File: src/rtl/ring_buff_pkg.sv
// Shared types and constants for the ring-buffer drain engine.
// Read latency of the paired ring-buffer controller and the skid-buffer geometry live here.
package ring_buff_pkg;

    typedef enum logic [1:0] {
        ST_IDLE = 2'd0,
        ST_RUN  = 2'd1,
        ST_DONE = 2'd2
    } drain_state_e;

    localparam int unsigned RD_LATENCY = 1;
    localparam int unsigned SKID_DEPTH = 2;
    localparam int unsigned OCC_W      = 2;

endpackage

File: src/rtl/skid_buff2.sv
// Two-entry FIFO that absorbs read data while the downstream consumer stalls.
// The head entry is presented on o_data; a simultaneous write and pop keeps FIFO order.
module skid_buff2
    import ring_buff_pkg::*;
#(
    parameter int unsigned WIDTH_DATA = 32
) (
    input  logic                  clock,
    input  logic                  reset,
    input  logic                  i_write,
    input  logic [WIDTH_DATA-1:0] i_data,
    input  logic                  i_pop,
    output logic                  o_valid,
    output logic [WIDTH_DATA-1:0] o_data,
    output logic [OCC_W-1:0]      o_occ
);

    localparam logic [OCC_W-1:0] OCC_FULL = OCC_W'(SKID_DEPTH);
    localparam logic [OCC_W-1:0] OCC_ONE  = OCC_W'(1);

    logic [WIDTH_DATA-1:0] head_q, head_d;
    logic [WIDTH_DATA-1:0] tail_q, tail_d;
    logic [OCC_W-1:0]      occ_q, occ_d;
    logic                  do_pop;

    assign do_pop = i_pop & (occ_q != '0);

    always_comb begin
        head_d = head_q;
        tail_d = tail_q;
        occ_d  = occ_q;
        unique case ({i_write, do_pop})
            2'b10: begin
                if (occ_q == '0) begin
                    head_d = i_data;
                    occ_d  = occ_q + OCC_ONE;
                end else if (occ_q != OCC_FULL) begin
                    tail_d = i_data;
                    occ_d  = occ_q + OCC_ONE;
                end
            end
            2'b01: begin
                head_d = tail_q;
                occ_d  = occ_q - OCC_ONE;
            end
            2'b11: begin
                // Occupancy is unchanged; the new word lands behind whatever remains.
                if (occ_q == OCC_ONE) begin
                    head_d = i_data;
                end else begin
                    head_d = tail_q;
                    tail_d = i_data;
                end
            end
            default: ;
        endcase
    end

    always_ff @(posedge clock) begin
        if (reset) begin
            head_q <= '0;
            tail_q <= '0;
            occ_q  <= '0;
        end else begin
            head_q <= head_d;
            tail_q <= tail_d;
            occ_q  <= occ_d;
        end
    end

    assign o_valid = (occ_q != '0);
    assign o_data  = head_q;
    assign o_occ   = occ_q;

endmodule

File: src/rtl/ring_buff_drain.sv
// Drains a burst of I_Len entries from a ring-buffer controller into a valid/ready stream.
// Reads are credit-limited so read data plus buffered data never exceed the skid buffer.
module ring_buff_drain
    import ring_buff_pkg::*;
#(
    parameter int unsigned NUM_ENTRY  = 16,
    parameter int unsigned WIDTH_DATA = 32,
    parameter int unsigned WIDTH_LEN  = 16
) (
    input  logic                  clock,
    input  logic                  reset,
    input  logic                  I_Start,
    input  logic [WIDTH_LEN-1:0]  I_Len,
    input  logic                  I_Empty,
    input  logic [WIDTH_DATA-1:0] I_RData,
    output logic                  O_Re,
    output logic                  O_Valid,
    output logic [WIDTH_DATA-1:0] O_Data,
    input  logic                  I_Rdy,
    output logic                  O_Busy,
    output logic                  O_Done
);

    localparam int unsigned PEND_W = OCC_W + 1;
    localparam int unsigned CREDIT = (NUM_ENTRY < SKID_DEPTH) ? NUM_ENTRY : SKID_DEPTH;

    drain_state_e           state_q, state_d;
    logic [WIDTH_LEN-1:0]   remaining_q, remaining_d;
    logic [RD_LATENCY-1:0]  inflight_q, inflight_d;

    logic                   skid_valid;
    logic [OCC_W-1:0]       skid_occ;
    logic                   pop_c;
    logic [PEND_W-1:0]      pend_c;
    logic                   rd_en_c;

    assign pop_c = skid_valid & I_Rdy;

    // Slots committed after this edge: buffered words not leaving now plus reads still in flight.
    assign pend_c = PEND_W'(skid_occ) - PEND_W'(pop_c) + PEND_W'($countones(inflight_q));

    assign rd_en_c = (state_q == ST_RUN) & ~I_Empty & (remaining_q != '0)
                   & (pend_c < PEND_W'(CREDIT));

    assign inflight_d = RD_LATENCY'({inflight_q, rd_en_c});

    always_comb begin
        state_d     = state_q;
        remaining_d = remaining_q;
        unique case (state_q)
            ST_IDLE: begin
                if (I_Start) begin
                    remaining_d = I_Len;
                    state_d     = (I_Len == '0) ? ST_DONE : ST_RUN;
                end
            end
            ST_RUN: begin
                if (rd_en_c) begin
                    remaining_d = remaining_q - WIDTH_LEN'(1);
                end
                if ((remaining_q == '0) && (pend_c == '0)) begin
                    state_d = ST_DONE;
                end
            end
            ST_DONE: begin
                state_d = ST_IDLE;
            end
            default: begin
                state_d = ST_IDLE;
            end
        endcase
    end

    always_ff @(posedge clock) begin
        if (reset) begin
            state_q     <= ST_IDLE;
            remaining_q <= '0;
            inflight_q  <= '0;
        end else begin
            state_q     <= state_d;
            remaining_q <= remaining_d;
            inflight_q  <= inflight_d;
        end
    end

    skid_buff2 #(
        .WIDTH_DATA (WIDTH_DATA)
    ) u_skid (
        .clock   (clock),
        .reset   (reset),
        .i_write (inflight_q[RD_LATENCY-1]),
        .i_data  (I_RData),
        .i_pop   (pop_c),
        .o_valid (skid_valid),
        .o_data  (O_Data),
        .o_occ   (skid_occ)
    );

    assign O_Re    = rd_en_c;
    assign O_Valid = skid_valid;
    assign O_Busy  = (state_q != ST_IDLE);
    assign O_Done  = (state_q == ST_DONE);

endmodule
File: config.mk
export PLATFORM = sky130hd
export DESIGN_NAME = ring_buff_drain
export DESIGN_NICKNAME = d
export VERILOG_FILES = /design/src/rtl/ring_buff_pkg.sv /design/src/rtl/skid_buff2.sv /design/src/rtl/ring_buff_drain.sv
export SDC_FILE = /design/constraint.sdc
export NUM_CORES = 1
export LEC_CHECK = 0
export BUFFER_PORTS_ARGS = -buffer_cell sky130_fd_sc_hd__buf_2
export CAP_MARGIN = 15
export CORE_MARGIN = 2
export CORE_UTILIZATION = 30
export DETAILED_ROUTE_END_ITERATION = 16
export GPL_ROUTABILITY_DRIVEN = 0
export GPL_TIMING_DRIVEN = 1
export PLACE_DENSITY = 0.53
export SYNTH_ARGS = -nofsm -noshare
export SYNTH_HDL_FRONTEND = slang
export SYNTH_SLANG_ARGS = --single-unit
export TNS_END_PERCENT = 100
File: constraint.sdc
create_clock -name clock -period 6.95 [get_ports clock]
set_input_delay 0.695 -clock clock [delete_from_list [all_inputs] [get_ports clock]]
set_output_delay 0.695 -clock clock [all_outputs]
set_load 0.05 [all_outputs]
* Yosys cells after proc, flatten, opt, wreduce, memory -nomap -nowiden
Index checks and enable logic that the tools add are counted.
Storage, ports and cells: register bits after elaboration 85, logic and storage cells 68
Operators by class: order comparisons 1, bitwise gates (word level) 6, mux-type cells 17, equal/unequal tests 15, $add $sub $neg 5, reduce and logical (&&, ||, !) cells 18
Operators with widths (number):
- 32-bit 2-to-1 mux | 5
- 32-bit one-hot mux with 3 select lines | 1
- 32-bit one-hot mux with 2 select lines | 1
- 16-bit zero test | 2
- 16-bit 2-to-1 mux | 2
- 16-bit one-hot mux with 2 select lines | 1
- 16-bit nonzero test | 1
- 16-bit by 1-bit subtractor with 16-bit output, second input constant | 1
- 2-bit 2-to-1 mux | 5
- 2-bit inequality test, second input constant | 5
- 2-bit nonzero test | 5
- 2-bit one-hot mux with 2 select lines | 2
- 2-bit by 1-bit == test with 1-bit output, second input constant | 3
- 2-bit == test, second input constant | 3
- 2-bit by 1-bit inequality test with 1-bit output, second input constant | 3
- 2-bit AND reduction | 3
- 1-bit bitwise AND | 5
- 2-bit zero test | 2
- 4-bit AND reduction | 1
- 3-bit by 1-bit adder with 3-bit output | 1
- 3-bit zero test | 1
- 3-bit by 2-bit < comparator with 1-bit output, second input constant | 1
- 3-bit by 1-bit inequality test with 1-bit output, second input constant | 1
- 3-bit AND reduction | 1
- other kinds (6) | 6

* Logic depth before layout (Yosys ltp)
Gate-level depths: netlist (run 1).
word-level depth 8, mapped depth 14, depth with buffers taken out 13

* Hierarchy
From an unflattened synthesis (run 1), not the netlist that was laid out.
Unflattened totals: cell total of the unflattened synthesis 523, area total of the unflattened synthesis 4025.1 sq um
By module, submodules not included:
- skid_buff2 | cells an instance 344, times used 1, area an instance 2706.3 sq um, sequential area each 1321.3 sq um
- ring_buff_drain | cells an instance 179, times used 1, area an instance 1318.8 sq um, sequential area each 380.4 sq um

* Least setup slack after synthesis (run 1)
OpenSTA, ideal clock, no wires.
path type in2out, from input port I_Rdy, to output port O_Re, required time 6.255 ns, path buffers 1, stages on the path 10, setup slack 3.484 ns, arrival time 2.771 ns, cell sequence nor2b_1 ha_1 inv_1 ha_1 inv_1 fa_1 xnor2_1 and4b_1 and2_2 clkbuf_1
Between the ends: longest elaborated chain between the ends 5
Ends and longest elaborated chain:
- start: declaration | RTL line ring_buff_drain.sv:19 | input logic I_Rdy,
- 1-bit bitwise AND | RTL line ring_buff_drain.sv:37 | assign pop_c = skid_valid & I_Rdy;
- 2-bit by 1-bit subtractor with 3-bit output | RTL line ring_buff_drain.sv:40 | assign pend_c = PEND_W'(skid_occ) - PEND_W'(pop_c) + PEND_W'($countones(inflight_q));
- 3-bit by 1-bit adder with 3-bit output | RTL line ring_buff_drain.sv:40
- 3-bit by 2-bit < comparator with 1-bit output | RTL line ring_buff_drain.sv:43 | & (pend_c < PEND_W'(CREDIT));
- 1-bit bitwise AND | RTL line ring_buff_drain.sv:43
- end: declaration | RTL line ring_buff_drain.sv:16 | output logic O_Re,
No other way between the ends.

* Worst setup path in the final report (run 1)
from register u_skid.occ_q[1] (netlist: u_skid.o_occ[1]), to output port O_Re
Between the ends: longest elaborated chain between the ends 6
Ends and longest elaborated chain:
- start: declaration | RTL line skid_buff2.sv:23 | logic [OCC_W-1:0] occ_q, occ_d;
- start signal: assignment | RTL line skid_buff2.sv:63 | occ_q <= '0;
- start signal: assignment | RTL line skid_buff2.sv:67 | occ_q <= occ_d;
- 2-bit nonzero test | RTL line skid_buff2.sv:71 | assign o_valid = (occ_q != '0);
- 1-bit bitwise AND | RTL line ring_buff_drain.sv:37
- 2-bit by 1-bit subtractor with 3-bit output * | RTL line ring_buff_drain.sv:40
- 3-bit by 1-bit adder with 3-bit output * | RTL line ring_buff_drain.sv:40
- 3-bit by 2-bit < comparator with 1-bit output * | RTL line ring_buff_drain.sv:43
- 1-bit bitwise AND * | RTL line ring_buff_drain.sv:43
Mark *: on every way between the ends. The rest lies on a longest branch, timed or not.

==> impl_metrics.toml, run 1 <==
[run_status]
status = "completed"

[timing]
finalMaxSlewViolations = 0
final.setup.tns_ns = 0
fin_crit_sh_pct = 55.3
skew_ns = 0.00789
setup_ws_ns = 3.11
fmax_ghz = 0.260
setup_viol = 0
fin_hold_ws_ns = 0.453
hold_violations = 0
min_period_ns = 3.84
rsz0062_at_grt = "false"
relSlewSlack_pct = 26.8
worst_pin_slew_ns = 1.08

[die]
core_um2 = 12700
die_h_um = 119
start_util_pct = 31.0
num_io_pins = 89
die-area_um2 = 14100
num_rows = 41
die_w_um = 119

[finish]
layout_common_cells = "buf_2, dfxtp_1, nand2_1, a21oi_1, nor2_1"
fin_cells = 729
fin_util_pct = 38.0
fin_nets = 618
drive_above_1_share_pct = 21.7
final_common_cell = "buf_2"
diodes = 0
area.growth.synth_to_final_pct = 22.5

[setup_path]
crit_required_ns = 6.25
startpoint_type = "flip-flop"
rr_startpoint = "u_skid.o_occ[1]$_SDFFE_PP0P_"
cp_max_fo = 8
rr_worst_depth = 13
arrival_ns = 3.15
slowest_stage = "dfxtp_1"
r2r_end = "remaining_q[8]$_SDFFE_PP0P_"
path_cells = "inv_1 > ha_1 > nor2b_1 > ha_1 > inv_1 > ha_1 > inv_1 > fa_1 > xnor2_1 > and4b_1 > and2_2 > buf_2"
cpPeakStageDelay_ns = 0.44
crit_buf_inv = 4
crit_family = "adder cells"
worstSetupPathType = "flip-flop to output pin"
end_kind = "output pin"
reg2reg_setup_slack_ns = 3.76

[drt]
wl_per_cell_um = 14.6
ant_nets = 0
drt-total-wl_um = 10700
drt-pass1-iter-count = 4
vias_per_cell = 5.07
drt_iter0_markers = 201
drc = 0
vias = 3699

[clock_network]
clock_latency_ns = 0.35
cts_num_sinks = 85
htreeDepth = 3
cts_tree = "built"
cts.path.max_buffers = 2
post_cts_buffers = 0
cts.root.buffer_cell = "clkbuf_16"
cts_buffers = 9
ctsHoldBuffers = 0
post_cts_resized = 0
clk_pin_slew_ns = 0.06

[grt]
grt_max_degree = 89
grt_pass1_wl_um = 17200
grt_use_total_pct = 15.2
grt_pass1_vias = 3437
gr-total-overflow = 0
antenna_found_initial = 0

[hold_path]
min_from = "u_skid.tail_q[6]$_SDFFE_PP0P_"
holdPathEnd = "u_skid.tail_q[6]$_SDFFE_PP0P_"
hold_class = "flip-flop to flip-flop"
min_delay_path_depth = 2

[place]
place_inst = 712
port_buffers = 88
dpl.hpwl_um = 6760
dp_slack_ns = 3.44

[logic_synthesis]
synth-edff-count = 0
syn_avg_cell_area_um2 = 8.13
synth_cells = 485
ys.flop_type = "dfxtp_1"
synth_warnings = 0
synth_area_um2 = 3950
synth_seq_cells = 85
ys_seq_area_share_pct = 43.1
async_flop_share_pct = 0
syn_nets = 549
synth.distinct_cells = 51

[power]
ir_worst_vdd_uv = 172
p_leak_uw = 0.00187
power.density_nw_per_um2 = 461

[run]
drv_cap = 0
[report_power, final]
part / switching, µW / total (µW) / internal [µW]
sequential: 83.5 / 694 / 610
combinational: 744 / 1060 / 318
clock: 196 / 471 / 275
[stage by stage]
stage | power, µW | area, µm²
2_1_floorplan | 1510 | 3950
3_3_place_gp | 1740 | 4490
3_5_place_dp | 1750 | 4490
4_1_cts | 2230 | 4770
5_1_grt | 2380 | 4830
6_report | 2230 | 4830
[flip-flops by register name (all words and copies together), names as in the netlist]
name / flops
u_skid.tail_q: 32
inflight_q: 1
u_skid.o_data: 32
state_q: 2
remaining_q: 16
u_skid.o_occ: 2
[Yosys cell counts, drive strengths merged, types with 3 or more instances]
| master | n | area (µm²) |
|---|---|---|
| a211oi | 33 | 248 |
| a21o | 3 | 25.0 |
| a21oi | 59 | 307 |
| a22oi | 33 | 248 |
| buf | 4 | 30.0 |
| clkbuf | 32 | 120 |
| dfxtp | 85 | 1700 |
| ha | 10 | 125 |
| inv | 11 | 41.3 |
| nand2 | 80 | 300 |
| nand2b | 4 | 25.0 |
| nand3 | 4 | 20.0 |
| nor2 | 47 | 184 |
| nor2b | 5 | 31.3 |
| nor3 | 7 | 35.0 |
| nor4 | 8 | 65.1 |
| o21ai | 18 | 90.1 |
| o32ai | 3 | 26.3 |
| o41ai | 3 | 26.3 |
| or2 | 5 | 31.3 |
| or3 | 3 | 20.0 |
| xnor2 | 3 | 26.3 |
[worst max path at each step]
stage                                       startpoint    to  slack (ns)  depth (start not counted)
final                     u_skid.o_occ[1]$_SDFFE_PP0P_  O_Re        3.11                         12
after global routing      u_skid.o_occ[1]$_SDFFE_PP0P_  O_Re        2.84                         12
after CTS                 u_skid.o_occ[1]$_SDFFE_PP0P_  O_Re        3.08                         12
after detailed placement                         I_Rdy  O_Re        3.44                         11
after global placement                           I_Rdy  O_Re        3.46                         11
after floorplan                                  I_Rdy  O_Re        3.48                         10
[cell families after synthesis]
| logic type | count (synthesis) | synth area share [%] |
|---|---|---|
| adders and majority gates | 11 | 3.68 |
| buffers and inverters | 47 | 4.85 |
| xor gates and xnor gates | 3 | 0.666 |
| DFF | 85 | 43.1 |
| muxes | 1 | 0.254 |
| and+or+nand+nor | 175 | 20.6 |
| AOI/OAI and AO/OA | 163 | 26.8 |
[cell type report]
type	count	area, µm²
clock buffers	10	229
flip-flops and latches	85	1700
multi-input cells	353	2070
well taps	172	215
inverters	11	41.3
clock inverters	4	51.3
fillers	1337	7890
repair buffers	94	526
[layer usage]
metal	track usage, %	vias up	part of all wire, %
li1	-	1866	-
met1	19.4	1755	46
met2	24.0	65	47
met3	3.57	13	4.7
met4	7.14	0	1.9
met5	0	-	0
[tightest hold or removal path: cells and delay by family (launching register included)]
family	cells	cell delay [ns]
AO/OA/AOI/OAI	1	0.05
flip-flops	1	0.31
AND/OR/NAND/NOR	1	0.05
Note: power is estimated with default switching activity, not from simulation.
==> run 2: changes to the inputs <==
- PLACE_DENSITY: 0.53 -> 0.55
- clock period: 6.95 -> 3.3 ns (I/O delays scaled with it)
==> run 2 against run 1 <==
Effect of this change:
- clock skew shrank 0.0022 ns
- first-iteration DRC count grew 1.5%
- die area did not move
- sequential share of layout area fell by 0.55 points
- register-to-register slack got worse by 3.5 ns
- final cell count rose by 0.96%
- routed wire length increased by 0.23%
- global-route usage about the same
- worst setup slack got worse by 3.0 ns
- clock-buffer cell count is the same
- critical path type unchanged
==> impl_metrics.toml, run 2 (same netlist as run 1, synthesis figures left out) <==
[grt]
grt_pass1_vias = 3502
grt_use_total_pct = 15.2
grt_max_degree = 55
grt_pass1_wl_um = 17500
gr-total-overflow = 0
antenna_found_initial = 0

[place]
place_area_um2 = 4570
place_inst = 719
dp_slack_ns = 0.149
dpl.hpwl_um = 7140
port_buffers = 88

[finish]
final_common_cell = "buf_2"
fin_cells = 736
multi_input_area_um2 = 2080
seq_area_um2 = 1700
drive_above_1_share_pct = 23.8
layout_common_cells = "buf_2, dfxtp_1, nand2_1, a21oi_1, nor2_1"
fin_util_pct = 38.6
area.growth.synth_to_final_pct = 24.5
fin_nets = 623
stdcell_area_um2 = 4910
nFillCells = 1351
diodes = 0

[hold_path]
min_delay_path_depth = 3
hold_class = "input port to flip-flop"
holdPathEnd = "u_skid.tail_q[21]$_SDFFE_PP0P_"
min_from = "I_RData[21]"

[drt]
vias_per_cell = 5.03
wl_per_cell_um = 14.5
ant_nets = 0
drt_iter0_markers = 204
drt-pass1-iter-count = 4
vias = 3699
drt-total-wl_um = 10700
drc = 0

[setup_path]
crit_cells = 12
crit_required_ns = 2.97
reg2reg_setup_slack_ns = 0.23
arrival_ns = 2.86
crit_buf_inv = 4
cpPeakStageDelay_ns = 0.40
end_kind = "output pin"
cp_max_fo = 8
r2r_end = "remaining_q[0]$_SDFFE_PP0P_"
worstSetupPathType = "flip-flop to output pin"
crit_family = "adder cells"
rr_startpoint = "u_skid.o_occ[0]$_SDFFE_PP0P_"
startpoint_type = "flip-flop"
rr_worst_depth = 14
path_common_cell = "inv_1"
slowest_stage = "fa_1"
path_cells = "inv_1 > ha_2 > nor2b_2 > ha_1 > inv_1 > ha_1 > inv_1 > fa_1 > xnor2_2 > and4b_2 > and2_4 > buf_6"

[power]
ir_worst_vdd_uv = 429
p_leak_uw = 0.00192
power.density_nw_per_um2 = 981

[run_status]
status = "completed"

[die]
core_um2 = 12700
die_h_um = 119
die_w_um = 119
num_rows = 41
die-area_um2 = 14100
num_io_pins = 89
start_util_pct = 31.0

[clock_network]
cts_tree = "built"
cts_buffers = 9
cts_num_sinks = 85
clk_pin_slew_ns = 0.06
cts.path.max_buffers = 2
htreeDepth = 3
clock_latency_ns = 0.34
ctsHoldBuffers = 0
cts.root.buffer_cell = "clkbuf_16"
post_cts_buffers = 0
post_cts_resized = 3

[timing]
relSlewSlack_pct = 51.4
skew_ns = 0.00565
worst_pin_slew_ns = 0.722
setup_viol = 0
hold_violations = 0
fmax_ghz = 0.314
min_period_ns = 3.19
finalMaxSlewViolations = 0
setup_ws_ns = 0.115
fin_crit_sh_pct = 96.5

[run]
drv_cap = 0
run 2: cell types whose count changed in the layout (fill, tap and decap cells not counted), sizes merged:
| cell | delta |
|---|---|
| buf | +5 |
| clkinv | -1 |
| inv | +3 |
run 2: stage by stage:
stage,power (µW),hold WS (ns),TNS [ns]
6_report,4820,0.237,0
5_1_grt,5110,0.238,-0.00117
4_1_cts,4810,0.227,0
3_5_place_dp,3740,0.446,0
3_3_place_gp,3700,0.441,0
2_1_floorplan,3180,0.436,0
run 2: worst max path at each step:
stage                                             from                      endpoint  slack (ns)
after floorplan           u_skid.o_occ[1]$_SDFFE_PP0P_  remaining_q[12]$_SDFFE_PP0P_        0.15
after global placement    u_skid.o_occ[0]$_SDFFE_PP0P_   remaining_q[0]$_SDFFE_PP0P_        0.28
after detailed placement  u_skid.o_occ[0]$_SDFFE_PP0P_   remaining_q[0]$_SDFFE_PP0P_        0.15
after CTS                 u_skid.o_occ[0]$_SDFFE_PP0P_                          O_Re       0.004
after global routing      u_skid.o_occ[0]$_SDFFE_PP0P_                          O_Re      -0.001
final                     u_skid.o_occ[0]$_SDFFE_PP0P_                          O_Re        0.11
run 2: cell type report:
class | count | area share (%)
inverter | 11 | 0.841
multi-input combinational | 353 | 42.4
clock buffer | 10 | 4.87
clock inverter | 6 | 1.40
timing repair buffer | 99 | 11.4
tap | 172 | 4.38
sequential | 85 | 34.7
run 2: routing by layer:
layer | up-vias | part of all wire, % | track usage [%]
li1 | 1881 | - | -
met1 | 1730 | 47 | 19.8
met2 | 74 | 47 | 24.2
met3 | 14 | 4.1 | 2.90
met4 | 0 | 2.0 | 6.70
met5 | - | 0 | 0
run 2: power by group:
| group | switching (µW) | total, µW | internal (µW) |
|---|---|---|---|
| Sequential | 167 | 1450 | 1290 |
| Combinational | 1600 | 2320 | 712 |
| Clock | 436 | 1050 | 614 |
| Total | 2210 | 4820 | 2610 |
run 2: tightest hold or removal path: stages:
cell and delay [ns]:
buf_2 0.11, nand2_1 0.05, a21oi_1 0.05
==> run 3: changes to the inputs <==
--- a/config.mk
+++ b/config.mk
@@ -13,5 +13,5 @@
 export GPL_ROUTABILITY_DRIVEN = 0
 export GPL_TIMING_DRIVEN = 1
-export PLACE_DENSITY = 0.55
+export PLACE_DENSITY = 0.53
 export SYNTH_ARGS = -nofsm -noshare
 export SYNTH_HDL_FRONTEND = slang
==> constraint.sdc (replaced) <==
create_clock -name clock -period 3.8 [get_ports clock]
set_input_delay 0.38 -clock clock [delete_from_list [all_inputs] [get_ports clock]]
set_output_delay 0.38 -clock clock [all_outputs]
set_load 0.005 [all_outputs]
==> run 3 against run 2 <==
Effect of this change:
- flip-flop and latch count did not move
- clock power fell by 23%
- die area unchanged
- utilization fell by 0.76 points
- routed wire length decreased by 1.1%
- first-iteration DRC count shrank 2.0%
- worst hold slack improved by 0.051 ns
- final area down 2.0%
- worst setup slack better by 0.34 ns
- non-clock buffer count fell by 1
- clock skew decreased by 0.00059 ns
- combinational power is 40% lower
- critical path type unchanged
- largest cell class unchanged
- highest routed layer unchanged
==> impl_metrics.toml, run 3 (same netlist as run 1, synthesis figures left out) <==
[run_status]
status = "completed"

[drt]
drt_iter0_markers = 200
wl_per_cell_um = 14.4
drt-pass1-iter-count = 4
ant_nets = 0
vias = 3721
drt-total-wl_um = 10600
vias_per_cell = 5.08
drc = 0

[setup_path]
rr_worst_depth = 13
crit_cells = 12
worstSetupPathType = "flip-flop to output pin"
crit_buf_inv = 4
crit_required_ns = 3.42
startpoint_type = "flip-flop"
slowest_stage = "dfxtp_1"
crit_family = "adder cells"
r2r_end = "remaining_q[13]$_SDFFE_PP0P_"
rr_startpoint = "u_skid.o_occ[1]$_SDFFE_PP0P_"
reg2reg_setup_slack_ns = 0.64
end_kind = "output pin"
arrival_ns = 2.96
critPathCapture = "O_Re"
cp_max_fo = 8
startpoint = "u_skid.o_occ[1]$_SDFFE_PP0P_"
cpPeakStageDelay_ns = 0.44
path_cells = "inv_1 > ha_1 > nor2b_1 > ha_1 > inv_1 > ha_1 > inv_1 > fa_1 > xnor2_1 > and4b_1 > and2_2 > buf_2"

[clock_network]
clock_latency_ns = 0.34
cts_num_sinks = 85
cts.root.buffer_cell = "clkbuf_16"
cts.path.max_buffers = 2
ctsHoldBuffers = 0
post_cts_resized = 0
cts_tree = "built"
cts_buffers = 9
clk_pin_slew_ns = 0.06
post_cts_buffers = 0
htreeDepth = 3

[finish]
nFillCells = 1357
layout_common_cells = "buf_2, dfxtp_1, nand2_1, a21oi_1, nor2_1"
area.growth.synth_to_final_pct = 22.0
stdcell_area_um2 = 4810
diodes = 0
fin_util_pct = 37.8
drive_above_1_share_pct = 22.3
final_common_cell = "buf_2"
fin_nets = 622

[timing]
fin_hold_ws_ns = 0.287
min_period_ns = 3.34
fmax_ghz = 0.299
worst_pin_slew_ns = 0.680
finalMaxSlewViolations = 0
fin_crit_sh_pct = 87.9
skew_ns = 0.00507
rsz0062_at_grt = "false"
final.setup.tns_ns = 0
setup_viol = 0
hold_violations = 0
relSlewSlack_pct = 54.2

[power]
p_leak_uw = 0.00187
power.density_nw_per_um2 = 720
ir_worst_vdd_uv = 245
finalPower_uw = 3470

[run]
drv_cap = 0

[grt]
gr-total-overflow = 0
met1_usage_pct = 20.6
grt_pass1_vias = 3495
grt_max_degree = 65
grt_use_total_pct = 15.4
grt.met2_usage_pct = 23.6
antenna_found_initial = 0
use_met3_pct = 3.14
grt_pass1_wl_um = 17600
top_usage_layer = "met2"

[die]
die-area_um2 = 14100
start_util_pct = 31.0
die_h_um = 119
core_um2 = 12700
die_w_um = 119
num_rows = 41
num_io_pins = 89

[hold_path]
hold_class = "input port to flip-flop"

[place]
dpl.hpwl_um = 7060
place_area_um2 = 4530
port_buffers = 88
==> run 3: where the power goes <==
part	leakage [µW]	switching, µW	total [µW]	internal, µW
clock network	0.000124	352	807	455
registers	0.000692	153	1270	1120
logic	0.00106	818	1390	573
==> run 3: worst register-to-register path: cells and delay by family, from the launching register on <==
kind / cells / cell delay (ns)
adders and majority gates: 4 / 0.98
AOI/OAI and AO/OA: 3 / 0.93
xor gates and xnor gates: 1 / 0.14
DFF: 1 / 0.44
and+or+nand+nor: 2 / 0.39
buffers and inverters: 3 / 0.19
==> run 3: metrics by stage <==
stage	cells	setup WS, ns
final	733	0.458
after global routing	733	0.211
after detailed placement	718	0.657
after CTS	732	0.413
after floorplan	485	1.01
after global placement	718	0.773
==> run 3: worst min path at each step <==
stage,slack (ns),from,endpoint,cells after the start
after global placement,0.44,u_skid.tail_q[2]$_SDFFE_PP0P_,u_skid.tail_q[2]$_SDFFE_PP0P_,2
after global routing,0.28,I_RData[13],u_skid.tail_q[13]$_SDFFE_PP0P_,3
after floorplan,0.44,u_skid.tail_q[0]$_SDFFE_PP0P_,u_skid.tail_q[0]$_SDFFE_PP0P_,2
after detailed placement,0.45,u_skid.tail_q[18]$_SDFFE_PP0P_,u_skid.tail_q[18]$_SDFFE_PP0P_,2
after CTS,0.27,I_RData[2],u_skid.tail_q[2]$_SDFFE_PP0P_,3
final,0.29,I_RData[0],u_skid.tail_q[0]$_SDFFE_PP0P_,3
==> run 3: final cells by class <==
class | instances | area [µm²] | area share [%]
Multi-Input combinational cell | 353 | 2070 | 42.9
Tap cell | 172 | 215 | 4.47
Clock buffer | 11 | 243 | 5.04
Timing Repair Buffer | 98 | 523 | 10.9
Inverter | 11 | 41.3 | 0.858
Clock inverter | 3 | 23.8 | 0.494
Sequential cell | 85 | 1700 | 35.3
==> run 3: routing by layer <==
layer  share of wire (%)  vias to the layer above
met5                   0                        -
met4                 2.4                        0
met3                 5.0                       22
met2                  45                      100
met1                  47                     1712
li1                    -                     1887
